### src/rtl/ps2_scancode_parser_pkg.sv
// Shared PS/2 Set-2 byte constants, parser state encodings and the event layout
// used by the scan-code parser and its event FIFO.
package ps2_scancode_parser_pkg;

    localparam logic [7:0] PS2_PREFIX_E0     = 8'hE0;
    localparam logic [7:0] PS2_PREFIX_F0     = 8'hF0;
    localparam logic [7:0] PS2_PREFIX_E1     = 8'hE1;
    localparam logic [7:0] PS2_FAKE_SHIFT_12 = 8'h12;
    localparam logic [7:0] PS2_FAKE_SHIFT_59 = 8'h59;
    localparam logic [7:0] PS2_PAUSE_CODE    = 8'h77;
    localparam logic [2:0] PS2_E1_SKIP_BYTES = 3'd7;

    localparam logic [2:0] ST_IDLE     = 3'd0;
    localparam logic [2:0] ST_GOT_E0   = 3'd1;
    localparam logic [2:0] ST_GOT_F0   = 3'd2;
    localparam logic [2:0] ST_GOT_E0F0 = 3'd3;
    localparam logic [2:0] ST_SKIP_E1  = 3'd4;

    typedef struct packed {
        logic       extended;
        logic       brk;
        logic [7:0] code;
    } ps2_event_t;

    localparam int PS2_EVENT_W = $bits(ps2_event_t);

    // Keyboard replies (ACK, BAT result, echo, resend, errors) that never form key events
    function automatic logic is_filtered(input logic [7:0] b);
        case (b)
            8'h00, 8'hAA, 8'hEE, 8'hFA,
            8'hFC, 8'hFD, 8'hFE, 8'hFF: return 1'b1;
            default:                    return 1'b0;
        endcase
    endfunction

    function automatic logic is_prefix(input logic [7:0] b);
        return (b == PS2_PREFIX_E0) || (b == PS2_PREFIX_F0) || (b == PS2_PREFIX_E1);
    endfunction

    function automatic logic is_fake_shift(input logic [7:0] b);
        return (b == PS2_FAKE_SHIFT_12) || (b == PS2_FAKE_SHIFT_59);
    endfunction

endpackage

### src/rtl/ps2_scancode_parser_if.sv
// Byte input from PS2_Controller plus the show-ahead key-event stream to the consumer.
interface ps2_scancode_parser_if;

    logic [7:0] rx_data;
    logic       rx_valid;
    logic [7:0] evt_code;
    logic       evt_extended;
    logic       evt_break;
    logic       evt_valid;
    logic       evt_ready;

    modport master (
        input  rx_data,
        input  rx_valid,
        input  evt_ready,
        output evt_code,
        output evt_extended,
        output evt_break,
        output evt_valid
    );

    modport slave (
        output rx_data,
        output rx_valid,
        output evt_ready,
        input  evt_code,
        input  evt_extended,
        input  evt_break,
        input  evt_valid
    );

endinterface

### src/rtl/ps2_event_fifo.sv
// Generic show-ahead synchronous FIFO. The head is kept in a register so it stays
// stable, including after the last pop, until a newer entry reaches the head.
module ps2_event_fifo #(
    parameter int unsigned WIDTH = 10,
    parameter int unsigned DEPTH = 4
) (
    input  logic             CLOCK_50,
    input  logic             resetn,
    input  logic             push,
    input  logic [WIDTH-1:0] din,
    input  logic             pop,
    output logic [WIDTH-1:0] dout,
    output logic             empty,
    output logic             full
);

    localparam int AW = $clog2(DEPTH);
    localparam int CW = AW + 1;

    logic [WIDTH-1:0] mem [DEPTH];
    logic [AW-1:0]    wr_ptr;
    logic [AW-1:0]    rd_ptr;
    logic [AW-1:0]    rd_next;
    logic [CW-1:0]    count;
    logic [CW-1:0]    count_next;
    logic             do_push;
    logic             do_pop;

    assign empty   = (count == '0);
    assign full    = (count == CW'(DEPTH));
    assign do_pop  = pop && !empty;
    // A push into a full FIFO only fits because the same-cycle pop frees a slot
    assign do_push = push && (!full || do_pop);
    assign rd_next = rd_ptr + AW'(do_pop);

    always_comb begin
        count_next = count;
        if (do_push && !do_pop) begin
            count_next = count + CW'(1);
        end else if (do_pop && !do_push) begin
            count_next = count - CW'(1);
        end
    end

    always_ff @(posedge CLOCK_50) begin
        if (do_push) begin
            mem[wr_ptr] <= din;
        end
    end

    // The incoming word bypasses the array when it lands in the slot that becomes the head
    always_ff @(posedge CLOCK_50 or negedge resetn) begin
        if (!resetn) begin
            wr_ptr <= '0;
            rd_ptr <= '0;
            count  <= '0;
            dout   <= '0;
        end else begin
            count  <= count_next;
            rd_ptr <= rd_next;
            if (do_push) begin
                wr_ptr <= wr_ptr + AW'(1);
            end
            if (count_next != '0) begin
                dout <= (do_push && (wr_ptr == rd_next)) ? din : mem[rd_next];
            end
        end
    end

endmodule

### src/rtl/ps2_scancode_parser.sv
// Turns the PS2_Controller byte stream into Set-2 make/break key events, queues them
// for the consumer and tracks the held state of four configurable keys.
module ps2_scancode_parser
    import ps2_scancode_parser_pkg::*;
#(
    parameter int unsigned TIMEOUT_CYCLES = 2500000,
    parameter int unsigned FIFO_DEPTH     = 4,
    parameter logic [8:0]  KEY0_CODE      = 9'h029,
    parameter logic [8:0]  KEY1_CODE      = 9'h05A,
    parameter logic [8:0]  KEY2_CODE      = 9'h076,
    parameter logic [8:0]  KEY3_CODE      = 9'h175
) (
    input  logic                         CLOCK_50,
    input  logic                         resetn,
    ps2_scancode_parser_if.master        bus,
    output logic [3:0]                   key_held,
    output logic                         overflow,
    output logic                         proto_err
);

    localparam int TMO_W = (TIMEOUT_CYCLES > 2) ? $clog2(TIMEOUT_CYCLES) : 1;
    localparam logic [TMO_W-1:0] TMO_LAST = TMO_W'(TIMEOUT_CYCLES - 1);

    logic [2:0]       state_q;
    logic [2:0]       state_d;
    logic [2:0]       skip_q;
    logic [2:0]       skip_d;
    logic [TMO_W-1:0] tmo_q;
    logic             emit;
    logic             err;
    ps2_event_t       emit_evt;
    ps2_event_t       head_evt;
    logic             fifo_full;
    logic             fifo_empty;
    logic             pop;
    logic [3:0]       key_hit;

    always_comb begin
        state_d           = state_q;
        skip_d            = skip_q;
        emit              = 1'b0;
        err               = 1'b0;
        emit_evt.code     = bus.rx_data;
        emit_evt.extended = 1'b0;
        emit_evt.brk      = 1'b0;
        if (bus.rx_valid) begin
            case (state_q)
                ST_IDLE: begin
                    if (bus.rx_data == PS2_PREFIX_E0) begin
                        state_d = ST_GOT_E0;
                    end else if (bus.rx_data == PS2_PREFIX_F0) begin
                        state_d = ST_GOT_F0;
                    end else if (bus.rx_data == PS2_PREFIX_E1) begin
                        state_d = ST_SKIP_E1;
                        skip_d  = PS2_E1_SKIP_BYTES;
                    end else if (!is_filtered(bus.rx_data)) begin
                        emit = 1'b1;
                    end
                end
                ST_GOT_E0: begin
                    if (bus.rx_data == PS2_PREFIX_F0) begin
                        state_d = ST_GOT_E0F0;
                    end else if (bus.rx_data != PS2_PREFIX_E0) begin
                        state_d = ST_IDLE;
                        if (is_filtered(bus.rx_data)) begin
                            err = 1'b1;
                        end else if (!is_fake_shift(bus.rx_data)) begin
                            emit              = 1'b1;
                            emit_evt.extended = 1'b1;
                        end
                    end
                end
                ST_GOT_F0: begin
                    state_d = ST_IDLE;
                    if (is_filtered(bus.rx_data) || is_prefix(bus.rx_data)) begin
                        err = 1'b1;
                    end else begin
                        emit         = 1'b1;
                        emit_evt.brk = 1'b1;
                    end
                end
                ST_GOT_E0F0: begin
                    state_d = ST_IDLE;
                    if (is_filtered(bus.rx_data) || is_prefix(bus.rx_data)) begin
                        err = 1'b1;
                    end else if (!is_fake_shift(bus.rx_data)) begin
                        emit              = 1'b1;
                        emit_evt.extended = 1'b1;
                        emit_evt.brk      = 1'b1;
                    end
                end
                ST_SKIP_E1: begin
                    // The Pause sequence is reported once, when its last byte arrives
                    if (skip_q == 3'd1) begin
                        state_d           = ST_IDLE;
                        emit              = 1'b1;
                        emit_evt.code     = PS2_PAUSE_CODE;
                        emit_evt.extended = 1'b1;
                    end else begin
                        skip_d = skip_q - 3'd1;
                    end
                end
                default: begin
                    state_d = ST_IDLE;
                end
            endcase
        end else if ((state_q != ST_IDLE) && (tmo_q == TMO_LAST)) begin
            state_d = ST_IDLE;
            err     = 1'b1;
        end
    end

    always_ff @(posedge CLOCK_50 or negedge resetn) begin
        if (!resetn) begin
            state_q   <= ST_IDLE;
            skip_q    <= '0;
            tmo_q     <= '0;
            proto_err <= 1'b0;
        end else begin
            state_q   <= state_d;
            skip_q    <= skip_d;
            proto_err <= err;
            if (bus.rx_valid || (state_q == ST_IDLE) || (tmo_q == TMO_LAST)) begin
                tmo_q <= '0;
            end else begin
                tmo_q <= tmo_q + TMO_W'(1);
            end
        end
    end

    assign key_hit[0] = ({emit_evt.extended, emit_evt.code} == KEY0_CODE);
    assign key_hit[1] = ({emit_evt.extended, emit_evt.code} == KEY1_CODE);
    assign key_hit[2] = ({emit_evt.extended, emit_evt.code} == KEY2_CODE);
    assign key_hit[3] = ({emit_evt.extended, emit_evt.code} == KEY3_CODE);

    assign pop = !fifo_empty && bus.evt_ready;

    // Held state follows every decoded event, even one the full FIFO has to drop
    always_ff @(posedge CLOCK_50 or negedge resetn) begin
        if (!resetn) begin
            key_held <= '0;
            overflow <= 1'b0;
        end else begin
            if (emit) begin
                for (int i = 0; i < 4; i++) begin
                    if (key_hit[i]) begin
                        key_held[i] <= !emit_evt.brk;
                    end
                end
            end
            if (emit && fifo_full && !pop) begin
                overflow <= 1'b1;
            end
        end
    end

    ps2_event_fifo #(
        .WIDTH (PS2_EVENT_W),
        .DEPTH (FIFO_DEPTH)
    ) u_event_fifo (
        .CLOCK_50 (CLOCK_50),
        .resetn   (resetn),
        .push     (emit),
        .din      (emit_evt),
        .pop      (pop),
        .dout     (head_evt),
        .empty    (fifo_empty),
        .full     (fifo_full)
    );

    assign bus.evt_code     = head_evt.code;
    assign bus.evt_extended = head_evt.extended;
    assign bus.evt_break    = head_evt.brk;
    assign bus.evt_valid    = !fifo_empty;

endmodule

### src/flat_wrapper.sv
// flat-port wrapper written by rule: the top's interface ports become plain ports
module ps2_scancode_parser_flat import ps2_scancode_parser_pkg::*;
#(
    parameter int unsigned TIMEOUT_CYCLES = 2500000,
    parameter int unsigned FIFO_DEPTH     = 4,
    parameter logic [8:0]  KEY0_CODE      = 9'h029,
    parameter logic [8:0]  KEY1_CODE      = 9'h05A,
    parameter logic [8:0]  KEY2_CODE      = 9'h076,
    parameter logic [8:0]  KEY3_CODE      = 9'h175
)
  (CLOCK_50, resetn, key_held, overflow, proto_err, bus_rx_data, bus_rx_valid, bus_evt_ready, bus_evt_code, bus_evt_extended, bus_evt_break, bus_evt_valid);
  ps2_scancode_parser_if bus_i ();
  input  logic CLOCK_50;
  input  logic resetn;
  output logic [3:0] key_held;
  output logic overflow;
  output logic proto_err;
  input wire logic [$bits(bus_i.rx_data)-1:0] bus_rx_data;
  input wire logic [$bits(bus_i.rx_valid)-1:0] bus_rx_valid;
  input wire logic [$bits(bus_i.evt_ready)-1:0] bus_evt_ready;
  output wire logic [$bits(bus_i.evt_code)-1:0] bus_evt_code;
  output wire logic [$bits(bus_i.evt_extended)-1:0] bus_evt_extended;
  output wire logic [$bits(bus_i.evt_break)-1:0] bus_evt_break;
  output wire logic [$bits(bus_i.evt_valid)-1:0] bus_evt_valid;
  assign bus_i.rx_data = bus_rx_data;
  assign bus_i.rx_valid = bus_rx_valid;
  assign bus_i.evt_ready = bus_evt_ready;
  assign bus_evt_code = bus_i.evt_code;
  assign bus_evt_extended = bus_i.evt_extended;
  assign bus_evt_break = bus_i.evt_break;
  assign bus_evt_valid = bus_i.evt_valid;
  ps2_scancode_parser #(.TIMEOUT_CYCLES(TIMEOUT_CYCLES), .FIFO_DEPTH(FIFO_DEPTH), .KEY0_CODE(KEY0_CODE), .KEY1_CODE(KEY1_CODE), .KEY2_CODE(KEY2_CODE), .KEY3_CODE(KEY3_CODE)) u_core (.CLOCK_50(CLOCK_50), .resetn(resetn), .bus(bus_i), .key_held(key_held), .overflow(overflow), .proto_err(proto_err));
endmodule
### config.mk
export PLATFORM = sky130hd
export DESIGN_NAME = ps2_scancode_parser_flat
export DESIGN_NICKNAME = d
export VERILOG_FILES = /design/src/rtl/ps2_scancode_parser_pkg.sv /design/src/rtl/ps2_scancode_parser_if.sv /design/src/rtl/ps2_event_fifo.sv /design/src/rtl/ps2_scancode_parser.sv /design/src/flat_wrapper.sv
export SDC_FILE = /design/constraint.sdc
export NUM_CORES = 1
export LEC_CHECK = 0
export CELL_PAD_IN_SITES_DETAIL_PLACEMENT = 1
export CELL_PAD_IN_SITES_GLOBAL_PLACEMENT = 1
export CORE_MARGIN = 1
export CORE_UTILIZATION = 45
export CTS_CLUSTER_DIAMETER = 40
export DETAILED_ROUTE_END_ITERATION = 8
export DONT_BUFFER_PORTS = 1
export HOLD_SLACK_MARGIN = 0.08
export PLACE_DENSITY_LB_ADDON = 0.1
export SYNTH_ARGS = -nofsm -noshare
export SYNTH_HDL_FRONTEND = slang
export SYNTH_SLANG_ARGS = --single-unit
### constraint.sdc
create_clock -name CLOCK_50 -period 4.3 [get_ports CLOCK_50]
set_input_delay 0.215 -clock CLOCK_50 [delete_from_list [all_inputs] [get_ports CLOCK_50]]
set_output_delay 0.215 -clock CLOCK_50 [all_outputs]
set_load 0.02 [all_outputs]
Word-level counts from Yosys, hierarchy flattened
Memory sizes are Yosys's and may differ from the RTL's. A register that Yosys moved wholly into a read port is not among the register bits.
Cells that the tools add are included.

word-level totals
  register bits after elaboration = 41
  bits in latches = 0
  bits in writable memories = 40
  ROM bits = 0
  input port bits = 12
  output and inout bits = 17
  memories = 1

memory list
  name                     words  bits a word  rd ports  clocked after Yosys merged registers in  write ports  line                  source
  u_core.u_event_fifo.mem  4      10           1         1                                        1            ps2_event_fifo.sv:20  logic [WIDTH-1:0] mem [DEPTH];

cells by class
  add/subtract/negate cells = 6
  multipliers = 0
  div/mod/pow operators = 0
  $lt $le $gt $ge = 0
  equal/unequal tests = 31
  shifts and indexed selects = 0
  mux-type cells = 61
  bitwise operators = 0
  reductions and logical operators = 37

operators by type and width
  cell                                            count
  == test 8 bit (second input constant)           10
  2-to-1 mux 3 bit                                14
  2-to-1 mux 1 bit                                35
  adder 22 x 1 -> 22 bit (second input constant)  1
  == test 22 bit (second input constant)          1
  2-to-1 mux 22 bit                               1
  == test 9 x 7 -> 1 bit (second input constant)  2
  2-to-1 mux 8 bit                                2
  2-to-1 mux 10 bit                               1
  == test 9 x 6 -> 1 bit (second input constant)  1
  == test 9 bit (second input constant)           1
  one-hot mux 3 bit (3 select lines)              1
  == test 8 x 5 -> 1 bit (second input constant)  1
  == test 8 x 7 -> 1 bit (second input constant)  1
  logical AND 1 bit                               8
  zero test 8 bit                                 1
  logical OR 1 bit                                8
  inequality test 8 bit (second input constant)   1
  AND reduction 2 bit                             4
  OR reduction 8 bit                              1
  zero test 1 bit                                 7
  == test 3 x 1 -> 1 bit (second input constant)  2
  == test 3 x 2 -> 1 bit (second input constant)  2
  == test 3 bit (second input constant)           2
  19 further kinds                                27

Longest topological paths before layout
  depth after elaboration = 20
  depth in mapped cells = 11
  gate-level depth less buffers = 10

Hierarchy
Synthesis repeated with hierarchy kept, for this count alone.

second synthesis, totals
  cell total of the unflattened synthesis = 373
  area total of the unflattened synthesis = 4,509.3 sq um

modules (own cells, without submodules)
  module               times used  cells an instance  area each (sq um)
  ps2_event_fifo       1           136                2,453.6
  ps2_scancode_parser  1           237                2,055.7

Least setup slack after synthesis
Ideal clock, no wire load.

  path type = register -> register
  from = register u_core.u_event_fifo.count[0]
  to = register u_core.u_event_fifo.dout[0] (read register of u_core.u_event_fifo.mem)
  data arrival time = 3.138 ns
  data required time = 4.172 ns
  slack = 1.035 ns
  stages on the path, launching flop included = 10
  path buffers = 1
  path through = dfrtp_1 -> inv_1 -> ha_1 -> nand2b_1 -> and2_1 -> ha_1 -> clkbuf_1 -> mux4_2 -> mux2_2 -> mux2_1

between the ends
  elaborated cells between the ends (all ways) = 18
  those cells by class = add/sub (3); eq/ne (1); mux (2); reduce/logical (12)

RTL lines
  element                                   line                        source
  from (decl)                               ps2_event_fifo.sv:24        logic [CW-1:0] count;
  from (signal assigned)                    ps2_event_fifo.sv:59        count <= count_next;
  zero test 3 bit (*)                       ps2_event_fifo.sv:29        assign empty = (count == '0);
  zero test 1 bit (*)                       --
  named net bus_evt_valid                   flat_wrapper.sv:24          output wire logic [$bits(bus_i.evt_valid)-1:0] bus_evt_valid;
  logical AND 1 bit                         ps2_scancode_parser.sv:136  assign pop = !fifo_empty && bus.evt_ready;
  logical AND 1 bit (*)                     ps2_event_fifo.sv:31        assign do_pop = pop && !empty;
  adder 2 x 1 -> 2 bit (*)                  ps2_event_fifo.sv:34        assign rd_next = rd_ptr + AW'(do_pop);
  named net u_core.u_event_fifo.rd_next[0]  ps2_event_fifo.sv:23        logic [AW-1:0] rd_next;
  to (decl)                                 ps2_event_fifo.sv:12        output logic [WIDTH-1:0] dout,

The timed path passes the listed nets; every way through them passes the cells marked *.
A chain may end at the register's enable or synchronous reset.

Final worst setup path
  from = register u_core.u_event_fifo.count[0]
  to = register u_core.u_event_fifo.dout[9] (read register of u_core.u_event_fifo.mem)

The elaborated chain is that of the path after synthesis.

==> run summary <==
### Run status
• **run status** completed

### Yosys
• **total of warnings raised by yosys** 0
• **share of Yosys cell area claimed by the top area cell type** 28.1%
• **count of flip-flops with a built-in enable after synthesis** 40
• **primary flip-flop cell chosen by synthesis mapping** sky130_fd_sc_hd__dfrtp_1
• **Avg Cell Area, Syn** 12.2 um2
• **async set or reset register ratio after synthesis** 56.0%
• **Seq cells post-synth** 91
• **count of unique library cells instantiated by Yosys** 53
• **cell count after synthesis** 374
• **post-synthesis instance area** 4550 um2
• **Synth Net Count** 397
• **cell types with the largest area share after synthesis** sky130_fd_sc_hd__dfrtp_1 (28%), sky130_fd_sc_hd__edfxtp_1 (26%), sky130_fd_sc_hd__mux2_2 (5.0%), sky130_fd_sc_hd__mux4_2 (5.0%), sky130_fd_sc_hd__ha_1 (3.0%)
• **cell type with the highest aggregate area in the netlist** sky130_fd_sc_hd__dfrtp_1
• **share of the yosys chip area belonging to registers** 54.5%

### Drt
• **first-pass iteration count of the detailed router** 4
• **Starting DRT DRC Count** 123
• **average wire length per cell after detail routing** 18.6 um
• **DRC violation count after routing** 0
• **ANT nets after route** 0
• **overall via count from detail_route** 2923
• **Vias/cell** 5.63
• **Total Routed Length** 9670 um

### Clock tree
• **PostCTS Resize Cnt** 0
• **Clock Latency Late Sink** 0.35 ns
• **Clock Tree Root** sky130_fd_sc_hd__clkbuf_8
• **clock transition time at the flip-flop clock pins of the worst setup and hold paths** 0.10 ns
• **clock tree from TritonCTS** done
• **number of H-tree levels** 3
• **Hold Buf Count CTS** 6
• **post-CTS setup buffers** 0
• **count of clock tree sinks** 91
• **maximum count of clock buffers along a single path** 2
• **number of buffers added by the clock tree synthesis step** 9

### Timing
• **Slew HR** 49.9%
• **Final Hold Fails** 0
• **clock period minus final worst setup slack** 3.49 ns
• **setup skew after layout** 0.0113 ns
• **Peak Freq** 287 MHz
• **Slew Limit Fails** 0
• **Hold Worst Slack** 0.0994 ns
• **Worst Tran Pin Value** 0.752 ns
• **endpoints failing setup** 0
• **Final Cycle Share** 81.1%
• **setup total negative slack** 0 ns
• **unrepaired setup endpoints after global routing** no

### Critical path
• **WS Path Type** flop to flop
• **crit path capture type** flop
• **cell breakdown of the critical path** inv_1 > ha_1 > nand2b_1 > and2_1 > ha_1 > xnor2_1 > and3_1 > mux2_2 > mux2_1
• **data arrival at the endpoint of the critical path** 3.72 ns
• **cell with the largest stage delay on the worst path** sky130_fd_sc_hd__ha_1
• **category of the worst setup path launch point** flop
• **slowest stage delay, CP** 0.55 ns
• **highest net fanout along the worst path** 10
• **crit-path most repeated cell** sky130_fd_sc_hd__ha_1
• **required time worst endpoint** 4.54 ns

### Floorplan
• **count of pins on the block boundary** 29
• **die outline height** 103 um
• **x dimension of the die** 103 um
• **die area** 10500 um2
• **standard-cell row count** 36
• **initial standard-cell utilization of the core** 46.5%
• **placeable core region** 9770 um2

### Placed design
• **buffers added on ports** 0
• **HPWL reported at the end of detailed placement** 6680 um
• **weighted congestion reported at the end of routability-driven placement** 0.777

### Pwr
• **static leakage power** 1.85 nW
• **worst vdd rail ir drop** 232 uV
• **areal power density over the cells** 590 nW/um2

### Finish
• **area of all sequential standard cells** 2480 um2
• **most common library cell in the layout ignoring fill and taps** sky130_fd_sc_hd__dfrtp_1
• **diode insertion count for antenna repair** 0
• **top library cells by usage in the layout, fill and taps aside** sky130_fd_sc_hd__dfrtp_1 (51), sky130_fd_sc_hd__edfxtp_1 (40), sky130_fd_sc_hd__nor2_1 (34)
• **layout cells sized above 1** 17.9%
• **final-stage net count** 404
• **Filler Cells Inserted** 1043
• **Multi-input gate area** 1960 um2
• **area growth from synthesis to layout** 9.06%

### Global routing
• **overflow left after global routing** 0
• **pin count of the biggest net entering global routing** 52
• **antenna violations before repair** 0
• **via count of the first global-routing pass** 3110
• **global-route wire length before repair** 16100 um
• **overall routing resource usage** 20.5%

### Job
• **number of maximum-capacitance violations** 0

### Min path
• **class of the worst hold path** input pin to flop

[per-stage QoR]
step / power (mW) / cells / util (%) / worst slack (ns) / cell area, um2
final: 2.92 / 519 / 50.7 / 0.814 / 4960
after global routing: 3.12 / 519 / 50.7 / 0.565 / 4960
after detailed placement: 2.36 / 497 / 47.9 / 0.753 / 4680
after floorplan: 2.12 / 374 / - / 1.03 / 4550
after CTS: 2.97 / 519 / 50.7 / 0.725 / 4960
after global placement: 2.32 / 497 / 47.9 / 0.863 / 4680
[logic make-up after synthesis]
logic type | synth area share, %
AOI/OAI and AO/OA | 6.11
buffers and inverters | 2.42
and+or+nand+nor | 18.1
xor gates and xnor gates | 4.79
muxes | 10.8
adders and majority gates | 3.25
DFF | 54.5
[report_power, final]
| group | total, mW | internal [mW] | leakage, nW | switching (mW) |
|---|---|---|---|---|
| registers | 1.30 | 1.11 | 1.03 | 0.184 |
| clock network | 0.592 | 0.274 | 0.0935 | 0.318 |
| logic | 1.04 | 0.524 | 0.735 | 0.511 |
| total | 2.92 | 1.91 | 1.85 | 1.01 |
[worst max-delay path, delay by kind of cell, from the launching register on]
kind,cells,cell delay (ns)
buffers and inverters,1,0.14
adder cells (fa/ha/maj),2,0.87
XOR/XNOR,1,0.16
flip-flops,1,0.41
multiplexers,2,0.67
AND/OR/NAND/NOR,3,1.12
[metal layers]
| metal | global-route usage (%) | vias to the layer above | part of all wire [%] |
|---|---|---|---|
| met5 | 0 | - | 0 |
| met4 | 5.93 | 0 | 0.81 |
| met3 | 2.85 | 5 | 1.7 |
| met2 | 36.7 | 33 | 52 |
| met1 | 25.7 | 1502 | 45 |
| li1 | - | 1383 | - |
[layout make-up]
class	instances	share of cell area (%)
clock buffers	10	2.57
clock inverters	6	1.44
inverters	13	0.984
multi-input cells	256	39.5
flip-flops and latches	91	50.0
well taps	133	3.36
repair buffers	10	2.17
[cell usage after synthesis, types with 7 or more instances]
| cell type | n |
|---|---|
| sky130_fd_sc_hd__nand2_1 | 20 |
| sky130_fd_sc_hd__nand4_1 | 9 |
| sky130_fd_sc_hd__and3_1 | 10 |
| sky130_fd_sc_hd__dfrtp_1 | 51 |
| sky130_fd_sc_hd__nor2_1 | 34 |
| sky130_fd_sc_hd__mux2_2 | 20 |
| sky130_fd_sc_hd__clkbuf_1 | 12 |
| sky130_fd_sc_hd__a21oi_1 | 7 |
| sky130_fd_sc_hd__xor2_1 | 15 |
| sky130_fd_sc_hd__or2_2 | 7 |
| sky130_fd_sc_hd__xnor2_1 | 8 |
| sky130_fd_sc_hd__nand3_1 | 21 |
| sky130_fd_sc_hd__inv_1 | 13 |
| sky130_fd_sc_hd__o21ai_0 | 10 |
| sky130_fd_sc_hd__mux4_2 | 10 |
| sky130_fd_sc_hd__edfxtp_1 | 40 |
| sky130_fd_sc_hd__ha_1 | 11 |
[registers in the layout (all words and copies together), names as in the netlist]
name	cells
u_core.u_event_fifo.rd_ptr	2
u_core.key_held	4
u_core.tmo_q	22
u_core.u_event_fifo.dout	10
u_core.u_event_fifo.mem	40
u_core.u_event_fifo.wr_ptr	2
u_core.state_q	3
u_core.proto_err	1
u_core.skip_q	3
u_core.overflow	1
u_core.u_event_fifo.count	3
[path summary, 6_finish.rpt]
| kind | start | end | slack, ns | cells after the start |
|---|---|---|---|---|
| max in group asynchronous | resetn | u_core.tmo_q[16]$_DFF_PN0_ | 3.68 | 2 |
| worst min-delay path | bus_rx_data[5] | u_core.key_held[0]$_DFFE_PN0P_ | 0.1 | 2 |
| worst max register to register | u_core.u_event_fifo.count[0]$_DFF_PN0_ | u_core.u_event_fifo.dout[9]$_DFFE_PN0P_ | 0.81 | 9 |
| worst max-delay path | u_core.u_event_fifo.count[0]$_DFF_PN0_ | u_core.u_event_fifo.dout[9]$_DFFE_PN0P_ | 0.81 | 9 |
| worst min register to register | u_core.skip_q[1]$_DFFE_PN0P_ | u_core.skip_q[1]$_DFFE_PN0P_ | 0.52 | 1 |
| min in group asynchronous | resetn | u_core.u_event_fifo.dout[7]$_DFFE_PN0P_ | 0.36 | 2 |
(Power assumes the default switching activity.)
